**src/rtl/wbuf_pkg.sv**
```systemverilog
// Shared types and helpers for the write-through store buffer.
// WBUF_FORWARD_EN enables store-to-read forwarding in wbuf_fifo and write_buffer.
package wbuf_pkg;

  localparam int unsigned WBUF_DEPTH   = 4;
  localparam int unsigned WBUF_ADDR_W  = 32;
  localparam int unsigned WBUF_DATA_W  = 32;
  localparam int unsigned WBUF_MATCH_W = 64;

  typedef enum logic [2:0] {
    IDLE     = 3'd0,
    WR_ISSUE = 3'd1,
    WR_WAIT  = 3'd2,
    RD_ISSUE = 3'd3,
    RD_WAIT  = 3'd4,
    RD_DONE  = 3'd5
  } wbuf_state_e;

  // Occupancy counter must hold 0..depth inclusive.
  function automatic int unsigned wbuf_cnt_w(input int unsigned depth);
    return $clog2(depth) + 1;
  endfunction

  // Word-address compare; callers zero-extend addresses to WBUF_MATCH_W.
  function automatic logic word_match(input logic [WBUF_MATCH_W-1:0] a,
                                      input logic [WBUF_MATCH_W-1:0] b);
    return a[WBUF_MATCH_W-1:2] == b[WBUF_MATCH_W-1:2];
  endfunction

endpackage

```
**src/rtl/wbuf_fifo.sv**
```systemverilog
// Store FIFO: address/data storage, wrapping pointers, occupancy and flags.
// With WBUF_FORWARD_EN, a youngest-match lookup port over the valid entries.
module wbuf_fifo
  import wbuf_pkg::*;
#(
  parameter int unsigned DEPTH  = WBUF_DEPTH,
  parameter int unsigned ADDR_W = WBUF_ADDR_W,
  parameter int unsigned DATA_W = WBUF_DATA_W
) (
  input  logic              clk,
  input  logic              rst,
  input  logic              push,
  input  logic [ADDR_W-1:0] push_addr,
  input  logic [DATA_W-1:0] push_data,
  input  logic              pop,
`ifdef WBUF_FORWARD_EN
  input  logic [ADDR_W-1:0] match_addr,
  output logic              fwd_hit,
  output logic [DATA_W-1:0] fwd_data,
`endif
  output logic [ADDR_W-1:0] head_addr,
  output logic [DATA_W-1:0] head_data,
  output logic              full,
  output logic              empty
);

  localparam int unsigned PTR_W = $clog2(DEPTH);
  localparam int unsigned CNT_W = wbuf_cnt_w(DEPTH);

  logic [ADDR_W-1:0] addr_mem [DEPTH];
  logic [DATA_W-1:0] data_mem [DEPTH];
  logic [PTR_W-1:0]  head_q;
  logic [PTR_W-1:0]  tail_q;
  logic [CNT_W-1:0]  count_q;
  logic              push_ok;
  logic              pop_ok;

  assign full      = (count_q == CNT_W'(DEPTH));
  assign empty     = (count_q == '0);
  assign push_ok   = push & ~full;
  assign pop_ok    = pop & ~empty;
  assign head_addr = addr_mem[head_q];
  assign head_data = data_mem[head_q];

  // Pointers and count; reset discards all buffered entries.
  always_ff @(posedge clk) begin
    if (!rst) begin
      head_q  <= '0;
      tail_q  <= '0;
      count_q <= '0;
    end else begin
      if (push_ok) tail_q <= tail_q + PTR_W'(1);
      if (pop_ok)  head_q <= head_q + PTR_W'(1);
      case ({push_ok, pop_ok})
        2'b10:   count_q <= count_q + CNT_W'(1);
        2'b01:   count_q <= count_q - CNT_W'(1);
        default: count_q <= count_q;
      endcase
    end
  end

  // Entry storage needs no reset; validity comes from the count.
  always_ff @(posedge clk) begin
    if (push_ok) begin
      addr_mem[tail_q] <= push_addr;
      data_mem[tail_q] <= push_data;
    end
  end

`ifdef WBUF_FORWARD_EN
  // Scan oldest to youngest so the youngest matching entry wins.
  always_comb begin
    fwd_hit  = 1'b0;
    fwd_data = '0;
    for (int unsigned k = 0; k < DEPTH; k++) begin
      if ((CNT_W'(k) < count_q) &&
          word_match(WBUF_MATCH_W'(addr_mem[head_q + PTR_W'(k)]),
                     WBUF_MATCH_W'(match_addr))) begin
        fwd_hit  = 1'b1;
        fwd_data = data_mem[head_q + PTR_W'(k)];
      end
    end
  end
`endif

endmodule

```
**src/rtl/write_buffer.sv**
```systemverilog
// Write-through store buffer between L1 and the memory controller; drains stores in order.
// WBUF_FORWARD_EN: a pending read is served from the youngest matching buffered store.
module write_buffer
  import wbuf_pkg::*;
#(
  parameter int unsigned DEPTH  = WBUF_DEPTH,
  parameter int unsigned ADDR_W = WBUF_ADDR_W,
  parameter int unsigned DATA_W = WBUF_DATA_W
) (
  input  logic              clk,
  input  logic              rst,
  input  logic              c_req,
  input  logic              c_we,
  input  logic [ADDR_W-1:0] c_addr,
  input  logic [DATA_W-1:0] c_wdata,
  output logic              c_busy,
  output logic [DATA_W-1:0] c_rdata,
  output logic              mem_req,
  output logic              mem_we,
  output logic [ADDR_W-1:0] mem_addr,
  output logic [DATA_W-1:0] mem_wdata,
  input  logic              mem_busy,
  input  logic [DATA_W-1:0] mem_rdata
);

  wbuf_state_e       state_q, state_d;
  logic              rd_pend_q, rd_pend_d;
  logic [ADDR_W-1:0] rd_addr_q, rd_addr_d;
  logic [DATA_W-1:0] c_rdata_d;
  logic              mem_req_d, mem_we_d;
  logic [ADDR_W-1:0] mem_addr_d;
  logic [DATA_W-1:0] mem_wdata_d;
  logic              push, pop, full, empty, rd_blk;
  logic [ADDR_W-1:0] head_addr;
  logic [DATA_W-1:0] head_data;

`ifdef WBUF_FORWARD_EN
  logic              fwd_hit, fwd_ok;
  logic [DATA_W-1:0] fwd_data;
  logic              fwd_done_q, fwd_done_d;

  // Forward only before the read has gone to memory.
  assign fwd_ok = rd_pend_q & ~fwd_done_q & (state_q inside {IDLE, WR_ISSUE, WR_WAIT});
  assign rd_blk = fwd_hit | fwd_done_q;
`else
  assign rd_blk = 1'b0;
`endif

  assign push   = c_req & c_we & ~full;
  assign c_busy = full | rd_pend_q;

  wbuf_fifo #(
    .DEPTH  (DEPTH),
    .ADDR_W (ADDR_W),
    .DATA_W (DATA_W)
  ) u_fifo (
    .clk        (clk),
    .rst        (rst),
    .push       (push),
    .push_addr  (c_addr),
    .push_data  (c_wdata),
    .pop        (pop),
`ifdef WBUF_FORWARD_EN
    .match_addr (rd_addr_q),
    .fwd_hit    (fwd_hit),
    .fwd_data   (fwd_data),
`endif
    .head_addr  (head_addr),
    .head_data  (head_data),
    .full       (full),
    .empty      (empty)
  );

  always_ff @(posedge clk) begin
    if (!rst) begin
      state_q    <= IDLE;
      rd_pend_q  <= 1'b0;
      rd_addr_q  <= '0;
      c_rdata    <= '0;
      mem_req    <= 1'b0;
      mem_we     <= 1'b0;
      mem_addr   <= '0;
      mem_wdata  <= '0;
`ifdef WBUF_FORWARD_EN
      fwd_done_q <= 1'b0;
`endif
    end else begin
      state_q    <= state_d;
      rd_pend_q  <= rd_pend_d;
      rd_addr_q  <= rd_addr_d;
      c_rdata    <= c_rdata_d;
      mem_req    <= mem_req_d;
      mem_we     <= mem_we_d;
      mem_addr   <= mem_addr_d;
      mem_wdata  <= mem_wdata_d;
`ifdef WBUF_FORWARD_EN
      fwd_done_q <= fwd_done_d;
`endif
    end
  end

  // Next state; mem_* are loaded on entry to the issue states and held through the wait.
  always_comb begin
    state_d     = state_q;
    rd_pend_d   = rd_pend_q;
    rd_addr_d   = rd_addr_q;
    c_rdata_d   = c_rdata;
    mem_req_d   = mem_req;
    mem_we_d    = mem_we;
    mem_addr_d  = mem_addr;
    mem_wdata_d = mem_wdata;
    pop         = 1'b0;
`ifdef WBUF_FORWARD_EN
    fwd_done_d  = 1'b0;
`endif

    if (c_req && !c_we && !rd_pend_q) begin
      rd_pend_d = 1'b1;
      rd_addr_d = c_addr;
    end

    case (state_q)
      IDLE: begin
        if (!empty) begin
          state_d     = WR_ISSUE;
          mem_req_d   = 1'b1;
          mem_we_d    = 1'b1;
          mem_addr_d  = head_addr;
          mem_wdata_d = head_data;
        end else if (rd_pend_q && !rd_blk) begin
          state_d     = RD_ISSUE;
          mem_req_d   = 1'b1;
          mem_we_d    = 1'b0;
          mem_addr_d  = rd_addr_q;
        end
      end
      WR_ISSUE: state_d = WR_WAIT;
      WR_WAIT: begin
        if (!mem_busy) begin
          pop       = 1'b1;
          mem_req_d = 1'b0;
          state_d   = IDLE;
        end
      end
      RD_ISSUE: state_d = RD_WAIT;
      RD_WAIT: begin
        if (!mem_busy) begin
          c_rdata_d = mem_rdata;
          mem_req_d = 1'b0;
          state_d   = RD_DONE;
        end
      end
      RD_DONE: begin
        rd_pend_d = 1'b0;
        state_d   = IDLE;
      end
      default: state_d = IDLE;
    endcase

`ifdef WBUF_FORWARD_EN
    // Load forwarded data one cycle, release the cache the next.
    if (fwd_done_q) begin
      rd_pend_d = 1'b0;
    end else if (fwd_ok && fwd_hit) begin
      c_rdata_d  = fwd_data;
      fwd_done_d = 1'b1;
    end
`endif
  end

endmodule
```
**config.mk**
```make
export PLATFORM = sky130hd
export DESIGN_NAME = write_buffer
export DESIGN_NICKNAME = d
export VERILOG_FILES = /design/src/rtl/wbuf_pkg.sv /design/src/rtl/wbuf_fifo.sv /design/src/rtl/write_buffer.sv
export SDC_FILE = /design/constraint.sdc
export NUM_CORES = 1
export LEC_CHECK = 0
export ABC_AREA = 1
export BUFFER_PORTS_ARGS = -buffer_cell sky130_fd_sc_hd__buf_2
export CAP_MARGIN = 15
export CELL_PAD_IN_SITES_DETAIL_PLACEMENT = 2
export CELL_PAD_IN_SITES_GLOBAL_PLACEMENT = 2
export CORE_MARGIN = 3
export CORE_UTILIZATION = 39
export CTS_CLUSTER_SIZE = 30
export DETAILED_ROUTE_END_ITERATION = 8
export PLACE_DENSITY_LB_ADDON = 0.15
export SLEW_MARGIN = 20
export SYNTH_ARGS = -nofsm -noshare
export SYNTH_HDL_FRONTEND = slang
export SYNTH_SLANG_ARGS = --single-unit
export TNS_END_PERCENT = 50
```
**constraint.sdc**
```tcl
create_clock -name clk -period 6.65 [get_ports clk]
set_input_delay 0.3325 -clock clk [delete_from_list [all_inputs] [get_ports clk]]
set_output_delay 0.3325 -clock clk [all_outputs]
set_load 0.1 [all_outputs]
```
==> impl_metrics.prom <==
# TYPE chip_impl_metric gauge
chip_impl_info{name="outcome",value="complete, no violations"} 1
chip_impl_metric{name="grt_pass1_vias",unit=""} 13100
chip_impl_metric{name="drt_first_pass_iters",unit=""} 5
chip_impl_metric{name="antenna_violating_nets_post_route",unit=""} 0
chip_impl_metric{name="coreArea",unit="µm²"} 38900
chip_impl_metric{name="postCtsHoldBufs",unit=""} 38
chip_impl_info{name="end_kind",value="flop"} 1
chip_impl_metric{name="drt_iter0_drc",unit=""} 586
chip_impl_metric{name="syn-mean-instance-area",unit="µm²"} 10.0
chip_impl_metric{name="mapped_cell_area",unit="µm²"} 15500
chip_impl_metric{name="finalMaxSlewViolations",unit=""} 0
chip_impl_metric{name="cts-buffers-inserted",unit=""} 44
chip_impl_metric{name="io_buffer_count",unit=""} 199
chip_impl_metric{name="yosys_register_bits",unit=""} 399
chip_impl_metric{name="dr_wl_met3",unit="µm"} 1900
chip_impl_metric{name="place_area",unit="µm²"} 16800
chip_impl_info{name="timing.setup.critical_path_class",value="flop to flop"} 1
chip_impl_metric{name="timing.slew.headroom",unit="%"} 26.4
chip_impl_metric{name="drive_gt1_share",unit="%"} 16.7
chip_impl_metric{name="floorplan.initialDensity",unit="%"} 39.8
chip_impl_metric{name="worst_hold_margin",unit="ps"} 25.7
chip_impl_metric{name="max_cap_violations",unit=""} 0
chip_impl_metric{name="route.vias.total",unit=""} 11800
chip_impl_info{name="rsz0062_at_grt",value="no"} 1
chip_impl_metric{name="synth_cell_types",unit=""} 25
chip_impl_info{name="top_layer",value="met5"} 1
chip_impl_metric{name="cts_max_path_buffers",unit=""} 3
chip_impl_metric{name="place_hpwl",unit="µm"} 28300
chip_impl_metric{name="drc",unit=""} 0
chip_impl_metric{name="finalWorstPathRequiredPeriod",unit="ps"} 2560
chip_impl_metric{name="groute.usage.overall",unit="%"} 22.6
chip_impl_metric{name="power_density",unit="nW/µm²"} 399
chip_impl_metric{name="cts.clk_slew.worst_paths",unit="ps"} 60
chip_impl_metric{name="grt_max_degree",unit=""} 83
chip_impl_metric{name="post_drt_via_cell_ratio",unit=""} 5.10
chip_impl_info{name="synth_area_leader_cell",value="edfxtp_1"} 1
chip_impl_metric{name="final-setup-viol-count",unit=""} 0
chip_impl_metric{name="finClkSkew",unit="ps"} 14.7
chip_impl_metric{name="post-cts-setup-buffer-count",unit=""} 0
chip_impl_metric{name="insertion_delay",unit="ps"} 560
chip_impl_metric{name="tightest_slew",unit="ps"} 1100
chip_impl_metric{name="worst-path-max-fanout",unit=""} 67
chip_impl_metric{name="synth_enable_flop_cells",unit=""} 256
chip_impl_metric{name="cts_num_sinks",unit=""} 399
chip_impl_metric{name="post-layout-total-power",unit="W"} 0.00744
chip_impl_metric{name="synth.yosys.warnings",unit=""} 0
chip_impl_metric{name="hold_violations",unit=""} 0
chip_impl_info{name="hold_path_end",value="u_fifo.data_mem[0][30]"} 1
chip_impl_metric{name="chipWidth",unit="µm"} 205
chip_impl_metric{name="netlist_instances",unit=""} 1547
chip_impl_metric{name="nets",unit=""} 1863
chip_impl_metric{name="totalWireLength",unit="µm"} 48100
chip_impl_metric{name="total_leakage_power",unit="nW"} 7.45
chip_impl_info{name="ys_dominant_reg_cell",value="edfxtp_1"} 1
chip_impl_metric{name="clock.fmax",unit="GHz"} 0.391
chip_impl_metric{name="met2_length",unit="µm"} 26000
chip_impl_metric{name="design.portCount",unit=""} 200
chip_impl_metric{name="std_cell_rows",unit=""} 72
chip_impl_info{name="tritoncts",value="yes"} 1
chip_impl_metric{name="fraction_of_the_yosys_area_taken_by_sequential_cells",unit="%"} 68.2
chip_impl_info{name="synth.cells.most_frequent",value="nand2_1, nor2_1, edfxtp_1, dfxtp_1, o21ai_0"} 1
chip_impl_info{name="worst_r2r_startpoint",value="u_fifo.head_q[0]"} 1
chip_impl_metric{name="die_height",unit="µm"} 205
chip_impl_metric{name="metal1_wirelength",unit="µm"} 18800
chip_impl_info{name="synthTopCellsByArea",value="edfxtp_1, dfxtp_1, nand2_1"} 1
chip_impl_metric{name="regToRegSetupSlack",unit="ps"} 4090
chip_impl_metric{name="ir_drop",unit="µV"} 224
chip_impl_metric{name="die_area",unit="µm²"} 42100
chip_impl_metric{name="grt_first_pass_wirelength",unit="µm"} 73600
chip_impl_metric{name="grt_overflow",unit=""} 0
chip_impl_metric{name="antenna_found_initial",unit=""} 4
chip_impl_metric{name="mappedNetlistNets",unit=""} 1654
chip_impl_info{name="regToRegEndpoint",value="mem_wdata[10]"} 1
chip_impl_metric{name="required_time_worst_endpoint",unit="ps"} 7090
chip_impl_info{name="critical_path.startpoint_type",value="flop"} 1
chip_impl_info{name="most_common_cell_in_the_synthesized_netlist",value="nand2_1"} 1
chip_impl_metric{name="worstPathArrival",unit="ps"} 3000
chip_impl_info{name="cp-startpoint",value="u_fifo.head_q[0]"} 1
chip_impl_metric{name="gp_congestion",unit=""} 0.719
chip_impl_metric{name="routed_wire_length_per_instance",unit="µm"} 20.8
chip_impl_metric{name="clock_tree.htree_level_count",unit=""} 2
chip_impl_info{name="hp-class",value="input pin to flop"} 1
chip_impl_metric{name="post_cts_sizing",unit=""} 0
chip_impl_metric{name="postLayoutCellArea",unit="µm²"} 18700
chip_impl_metric{name="synth_async_sr_flop_share",unit="%"} 0
chip_impl_metric{name="hold_path_depth",unit=""} 1
chip_impl_metric{name="flow.area_growth_from_synthesis",unit="%"} 20.6
chip_impl_info{name="cts-root-buf",value="clkbuf_16"} 1
chip_impl_metric{name="timing.reg2reg.worst_path_depth",unit=""} 6
chip_impl_metric{name="fin_setup_tns",unit="ps"} 0
chip_impl_info{name="hold_path.startpoint",value="c_wdata[30]"} 1
chip_impl_metric{name="post-synth-top-area-fraction",unit="%"} 49.7
chip_impl_metric{name="final_min_period_over_clock_period",unit="%"} 38.5
sequential cells by signal (all words and copies together) (netlist names), named ones only:
name	count
rd_pend_q	1
u_fifo.tail_q	2
c_rdata	32
mem_wdata	32
u_fifo.head_q	2
mem_req	1
rd_addr_q	32
u_fifo.addr_mem	128
state_q	3
u_fifo.data_mem	128
mem_addr	32
mem_we	1
u_fifo.count_q	3
per-layer routing:
layer | GRT usage (%) | vias to the layer above
met5 | 0 | -
met4 | 8.66 | 6
met3 | 3.80 | 85
met2 | 42.4 | 251
met1 | 25.7 | 5916
li1 | - | 5508
cells by family after synthesis:
kind of cell             synth area share [%]
XOR/XNOR                                0.113
AND/OR/NAND/NOR                          17.2
adder cells (fa/ha/maj)                 0.534
AO/OA/AOI/OAI                            8.84
flip-flops                               68.2
buffers and inverters                    5.11
final cells by class:
cell class	count	area (µm²)
clock buffers	59	1240
multi-input cells	970	4170
repair buffers	252	1490
fillers	4087	20300
diodes	1	2.50
clock inverters	21	220
flip-flops and latches	399	10600
well taps	518	648
inverters	89	335
cells in the final DEF, fill, tap and decap left out:
master | Yosys | routed
clkbuf_8 | 0 | 4
dfxtp_1 | 143 | 140
o21ai_0 | 143 | 143
a21oi_1 | 107 | 107
xor2_1 | 2 | 2
nand3_1 | 40 | 40
buf_4 | 6 | 16
clkbuf_1 | 40 | 9
nor3_1 | 1 | 1
buf_2 | 32 | 198
nand2_1 | 372 | 370
nor2_4 | 1 | 5
fa_1 | 1 | 1
or2_2 | 1 | 1
diode_2 | 0 | 1
ha_1 | 5 | 5
nand3b_4 | 0 | 1
o21ai_1 | 22 | 22
clkinv_1 | 0 | 9
nor2_2 | 1 | 1
dlygate4sd3_1 | 0 | 38
nor2_1 | 270 | 266
inv_1 | 82 | 81
a31oi_1 | 1 | 1
dfxtp_2 | 0 | 3
inv_2 | 7 | 6
nand2_2 | 2 | 4
clkinv_2 | 0 | 9
clkbuf_16 | 0 | 46
bufinv_16 | 0 | 5
edfxtp_1 | 256 | 256
worst max-delay path, stage by stage, from the launching register on:
cell and delay, ps:
dfxtp_2 320, buf_4 600, inv_2 640, o21ai_0 380, o21ai_0 200, nor2_1 190, nor2_1 80
per-stage QoR:
| stage | std cells | worst slack (ps) | util [%] |
|---|---|---|---|
| 4_1_cts | 2308 | 4040 | 47.9 |
| 6_report | 2309 | 4090 | 48.0 |
| 3_3_place_gp | 2190 | 4170 | 43.2 |
| 2_1_floorplan | 1547 | 2780 | - |
| 3_5_place_dp | 2190 | 4150 | 43.2 |
| 5_1_grt | 2309 | 3870 | 48.0 |
worst max-delay path by stage:
stage | to | slack (ps) | depth (start not counted)
after detailed placement | u_fifo.count_q[2] | 4150 | 12
final | mem_wdata[10] | 4090 | 6
after floorplan | u_fifo.addr_mem[0][0] | 2780 | 4
after CTS | mem_wdata[10] | 4040 | 6
after global routing | u_fifo.count_q[2] | 3870 | 12
after global placement | u_fifo.count_q[2] | 4170 | 12
report_power, final:
part / leakage (nW) / switching [W] / total [W] / internal (W)
logic: 3.23 / 0.00167 / 0.00201 / 0.000341
registers: 3.49 / 0.000104 / 0.00294 / 0.00284
clock network: 0.721 / 0.000990 / 0.00249 / 0.00150
total: 7.45 / 0.00276 / 0.00744 / 0.00468
Power figures use the tool's default switching activity.
